**src/rtl/pipe_pkg.sv**
```systemverilog
// Types shared by the pipeline-stage register: occupancy state encoding and
// the width of the occupancy count.
package pipe_pkg;

  localparam int CNT_W = 2;

  typedef enum logic [1:0] {
    ST_EMPTY = 2'd0,
    ST_BUSY  = 2'd1,
    ST_FULL  = 2'd2
  } state_t;

endpackage

```
**src/rtl/pipe_skid_reg.sv**
```systemverilog
// Pipeline-stage register with valid/ready handshake and a one-entry skid
// register, so in_ready depends only on registered state, never on out_ready.
module pipe_skid_reg
  import pipe_pkg::*;
#(
  parameter int               WIDTH     = 32,
  parameter logic [WIDTH-1:0] RESET_VAL = '0
) (
  input  logic             clk,
  input  logic             rst,
  input  logic             in_valid,
  output logic             in_ready,
  input  logic [WIDTH-1:0] in_data,
  output logic             out_valid,
  input  logic             out_ready,
  output logic [WIDTH-1:0] out_data,
  input  logic             flush,
  output logic [CNT_W-1:0] count
);

  state_t           state;
  state_t           state_next;
  logic [WIDTH-1:0] main_data;
  logic [WIDTH-1:0] skid_data;
  logic             in_fire;
  logic             out_fire;
  logic             load_main;
  logic             main_from_skid;
  logic             load_skid;

  assign out_valid = (state != ST_EMPTY);
  assign in_ready  = (state != ST_FULL);
  assign out_data  = main_data;
  assign in_fire   = in_valid & in_ready;
  assign out_fire  = out_valid & out_ready;

  always_comb begin
    count = '0;
    case (state)
      ST_BUSY: count = CNT_W'(1);
      ST_FULL: count = CNT_W'(2);
      default: count = '0;
    endcase
  end

  // The skid register is only written when main is occupied and not draining;
  // main refills from skid when the head entry leaves a full stage.
  always_comb begin
    state_next     = state;
    load_main      = 1'b0;
    main_from_skid = 1'b0;
    load_skid      = 1'b0;
    case (state)
      ST_EMPTY: begin
        if (in_fire) begin
          load_main  = 1'b1;
          state_next = ST_BUSY;
        end
      end
      ST_BUSY: begin
        if (in_fire && out_fire) begin
          load_main = 1'b1;
        end else if (in_fire) begin
          load_skid  = 1'b1;
          state_next = ST_FULL;
        end else if (out_fire) begin
          state_next = ST_EMPTY;
        end
      end
      ST_FULL: begin
        if (out_fire) begin
          load_main      = 1'b1;
          main_from_skid = 1'b1;
          state_next     = ST_BUSY;
        end
      end
      default: state_next = ST_EMPTY;
    endcase
    // Flush squashes everything held, including a same-cycle arrival.
    if (flush) begin
      state_next = ST_EMPTY;
      load_main  = 1'b0;
      load_skid  = 1'b0;
    end
  end

  always_ff @(posedge clk) begin
    if (rst) begin
      state     <= ST_EMPTY;
      main_data <= RESET_VAL;
      skid_data <= RESET_VAL;
    end else begin
      state <= state_next;
      if (load_main) begin
        main_data <= main_from_skid ? skid_data : in_data;
      end
      if (load_skid) begin
        skid_data <= in_data;
      end
    end
  end

endmodule
```
**config.mk**
```make
export PLATFORM = sky130hd
export DESIGN_NAME = pipe_skid_reg
export DESIGN_NICKNAME = d
export VERILOG_FILES = /design/src/rtl/pipe_pkg.sv /design/src/rtl/pipe_skid_reg.sv
export SDC_FILE = /design/constraint.sdc
export NUM_CORES = 1
export LEC_CHECK = 0
export BUFFER_PORTS_ARGS = -buffer_cell sky130_fd_sc_hd__buf_2
export CAP_MARGIN = 10
export CORE_ASPECT_RATIO = 0.5
export CORE_MARGIN = 1
export CORE_UTILIZATION = 50
export CTS_BUF_LIST = sky130_fd_sc_hd__clkbuf_4 sky130_fd_sc_hd__clkbuf_8
export DETAILED_ROUTE_END_ITERATION = 6
export GPL_TIMING_DRIVEN = 0
export HOLD_SLACK_MARGIN = 0.15
export PLACE_DENSITY = 0.75
export SYNTH_ARGS = -nofsm -noshare
export SYNTH_HDL_FRONTEND = slang
export SYNTH_SLANG_ARGS = --single-unit
```
**constraint.sdc**
```tcl
create_clock -name clk -period 3.5 [get_ports clk]
set_input_delay 0.525 -clock clk [delete_from_list [all_inputs] [get_ports clk]]
set_output_delay 0.525 -clock clk [all_outputs]
set_load 0.05 [all_outputs]
```
== Word level (Yosys, flattened, before mapping) ==
Index checks and enable logic that the tools add are counted.
Widths: inputs -> output; s select.
Word-level totals
  bits of input ports: 37
  register bits: 66
Cells by class
  mux-type cells: 17
  bitwise gates (word level): 2
  reduce and logical (&&, ||, !) cells: 5
  eq/ne operators: 7
Operators by type and width (count)
  $mux 32: 1
  $mux 2: 5
  $mux 1: 8
  $ne 2x2->1 const B: 4
  $pmux 2 s3: 1
  $pmux 2 s2: 1
  $reduce_and 4->1: 1
  $ne 3x3->1 const B: 1
  $pmux 1 s3: 1
  $and 1x1->1: 2
  $eq 2x1->1 const B: 1
  $eq 2x2->1 const B: 1
  $logic_not 2->1: 1
  $reduce_bool 2->1: 1
  $reduce_or 2->1: 1
  $logic_and 1x1->1: 1

== Logic depth before layout (Yosys ltp) ==
  depth after elaboration: 6
  depth in mapped cells: 6

== Least setup slack after synthesis ==
No wires, ideal clock.
  kind: register to output
  start: reg state[0]
  end: out count[0]
  required time: 2.975 ns
  arrival: 1.133 ns
  cell stages (with the launch flop): 2
  slack: 1.842 ns
  path through: dfxtp_1 nor2b_1
Between the ends
  word-level cells in the longest chain between the ends: 2
RTL lines
  from (decl): line pipe_skid_reg.sv:21  | state_t state;
  from (signal assigned): line pipe_skid_reg.sv:93  | state <= state_next;
  $eq 2x2->1 or $eq 2x1->1 (tied branches): line pipe_skid_reg.sv:39  | case (state)
  $pmux 2 s2 (*): line pipe_skid_reg.sv:39
  to (decl): line pipe_skid_reg.sv:18  | output logic [CNT_W-1:0] count
Mark *: on every way between the ends. The rest lies on a longest branch, timed or not.

== Final worst setup path ==
  start: reg state[0]
  end: out in_ready
Between the ends
  word-level cells in the longest chain between the ends: 1
RTL lines
  $ne 2x2->1: line pipe_skid_reg.sv:32  | assign in_ready = (state != ST_FULL);
  to (decl): line pipe_skid_reg.sv:12  | output logic in_ready,
Every way passes these cells.

==> flow_summary_export.csv <==
group,metric,value,unit
layout,fill_cells,467,
clock_network,ctsHoldBuffers,0,
placed_design,place.gp.congestion,0.822,
critical_path,r2r_end,"out_data[1]",
clock_network,worst_skew_pair.late_latency,0.36,ns
synth,async_reset_ff_share,0,%
layout,layout_common_cells,"buf_2 (78), dfxtp_1 (66), a311oi_1 (64)",
synth,yosysWarnings,0,
clock_network,clk_path_buf_depth,2,
power_and_ir_drop,p_leak,1.61,nW
clock_network,cts_tree,"built",
floorplanning,die_w,113,um
placed_design,io_buffers,70,
placed_design,dp_hpwl,6.23,mm
worst_hold_path,hp-start,"out_ready",
layout,stdcell_count,484,
layout,final_nets,443,
synth,synth-edff-count,0,
synth,ys_seq_area_share,42.9,%
timing,holdWs,0.392,ns
global_route,grt_max_degree,11,
global_route,grt_pass1_vias,2730,
critical_path,cp_data_arrival_time,1.41,ns
clock_network,clkTransAtPathRegs,0.07,ns
global_route,track_usage,27.5,%
clock_network,root_buffer,"clkbuf_8",
synth,synth_top_cell_by_area,"dfxtp_1",
route,remaining_drc_errors,0,
floorplanning,initial_core_util,54.0,%
route,wl_per_cell,17.8,um
critical_path,r2r-start,"state[1]",
floorplanning,rows,19,
global_route,overflow,0,
timing,setup_violations,0,
critical_path,r2r_slack,1.76,ns
critical_path,startpoint_type,"register",
synth,synth_cell_type_count,28,
timing,final.setup.tns,0,ns
worst_hold_path,min_to,"state[1]",
floorplanning,io_pins,73,
layout,layout-drive-gt1-share,27.3,%
global_route,grt_pass1_wl,13.5,mm
critical_path,r2r_cells,5,
clock_network,numCtsBuffers,9,
timing,clock.fmax,0.517,GHz
clock_network,postCtsSetupBuffers,0,
critical_path,crit_type,"reg2out",
synth,synthTopCellsByArea,"dfxtp_1 (43%), a311oi_1 (18%), mux2i_1 (10%)",
timing,fin_skew,0.00947,ns
timing,min_period_over_period,55.2,%
critical_path,cp-end-kind,"primary output",
route,final_antenna_net_count,0,
layout,layout_commonest_cell,"buf_2",
clock_network,htree_levels,3,
floorplanning,die-area,6500,um2
route,vias,3101,
synth,synth.avg_cell_area,9.48,um2
timing,worst_pin_slew,0.511,ns
floorplanning,core_area,5710,um2
route,dr.pass1.iters,5,
critical_path,cp_max_fo,10,
timing,hold_violations,0,
route,wl,8.63,mm
clock_network,cts_resized,0,
global_route,antenna_found_initial,0,
timing,max_slew_margin,65.9,%
critical_path,required,2.97,ns
clock_network,clock_sinks,66,
route,detail_route.iter0.violations,290,
layout,antenna_cells,0,
synth,synth_flop_cell,"dfxtp_1",
worst_hold_path,hp-class,"in2reg",
status,status,"finished clean",
floorplanning,die_height,57.5,um
placed_design,dp.cells,468,
synth,syn_nets,362,
synth,syn-instance-count,325,
layout,syn_to_final_growth,20.5,%
timing,maxSlewViolCount,0,
worst_hold_path,hold_depth,2,
timing,rsz0062_at_grt,"false",
power_and_ir_drop,ir_drop,0.000377,V
synth,syn_area,3080,um2
synth,yosysTopAreaCellShare,42.9,%
timing,period_needed,1.93,ns
job,cap_violations,0,
power_and_ir_drop,power_density,462,nW/um2
synth,synth-seq-cells,66,
route,vias_per_cell,6.41,
==> per-stage QoR <==
stage / power [mW] / setup slack [ns] / area (um2) / util, %
2_1_floorplan: 1.03 / 1.84 / 3080 / -
3_3_place_gp: 1.11 / 1.70 / 3520 / 61.8
3_5_place_dp: 1.12 / 1.60 / 3520 / 61.8
4_1_cts: 1.72 / 1.59 / 3710 / 65.1
5_1_grt: 1.78 / 1.52 / 3710 / 65.1
6_report: 1.72 / 1.57 / 3710 / 65.1
==> critical path: stages, from the launching register on <==
cell	delay, ns
dfxtp_1	0.47
and2b_4	0.24
inv_1	0.08
buf_2	0.26
==> cells in the mapped netlist (all sizes together), types with 2 or more instances <==
cell,instances
a21oi,32
a311oi,64
buf,20
clkbuf,26
dfxtp,66
inv,2
mux2i,32
nand3,32
nand3b,2
nor2b,2
o21ai,32
or2,2
==> layer usage <==
layer	up-vias	part of all wire [%]	wire (um)	GRT usage, %
met5	-	0	0	0
met4	0	1.2	103	9.21
met2	104	47	4030	42.2
met1	1543	46	3990	36.8
li1	1442	-	-	-
met3	12	5.8	504	8.93
==> how the worst max path moves through the flow <==
stage	start	end	slack (ns)	cells past startpoint
2_1_floorplan	state[0]	count[0]	1.84	1
6_report	state[0]	in_ready	1.57	3
4_1_cts	state[0]	in_ready	1.59	3
5_1_grt	state[0]	in_ready	1.52	3
3_3_place_gp	in_valid	out_data[15]	1.70	6
3_5_place_dp	in_valid	out_data[1]	1.60	6
==> final cells by class <==
class / instances / area [um2] / share of cell area, %
clock buffers: 14 / 180 / 4.85
flip-flops and latches: 66 / 1320 / 35.6
well taps: 73 / 91.3 / 2.46
clock inverters: 2 / 10.0 / 0.270
plain buffers: 46 / 243 / 6.54
repair buffers: 70 / 350 / 9.43
inverters: 2 / 7.51 / 0.202
multi-input cells: 211 / 1510 / 40.7
==> report_power, final <==
part / leakage [nW] / internal (mW) / switching, mW
registers: 0.538 / 0.782 / 0.0168
clock network: 0.103 / 0.329 / 0.281
logic: 0.969 / 0.0908 / 0.218
total: 1.61 / 1.20 / 0.515
==> kinds of logic after synthesis <==
family          synth area share [%]
flops                           42.9
compound gates                  30.2
mux                             10.4
simple gates                    8.44
buf+inv                         8.12
==> flip-flops by register name, indices dropped and copies added (netlist names) <==
| name | cells |
|---|---|
| skid_data | 32 |
| state | 2 |
| out_data | 32 |
No activity file was read; power rests on OpenSTA's default activity.
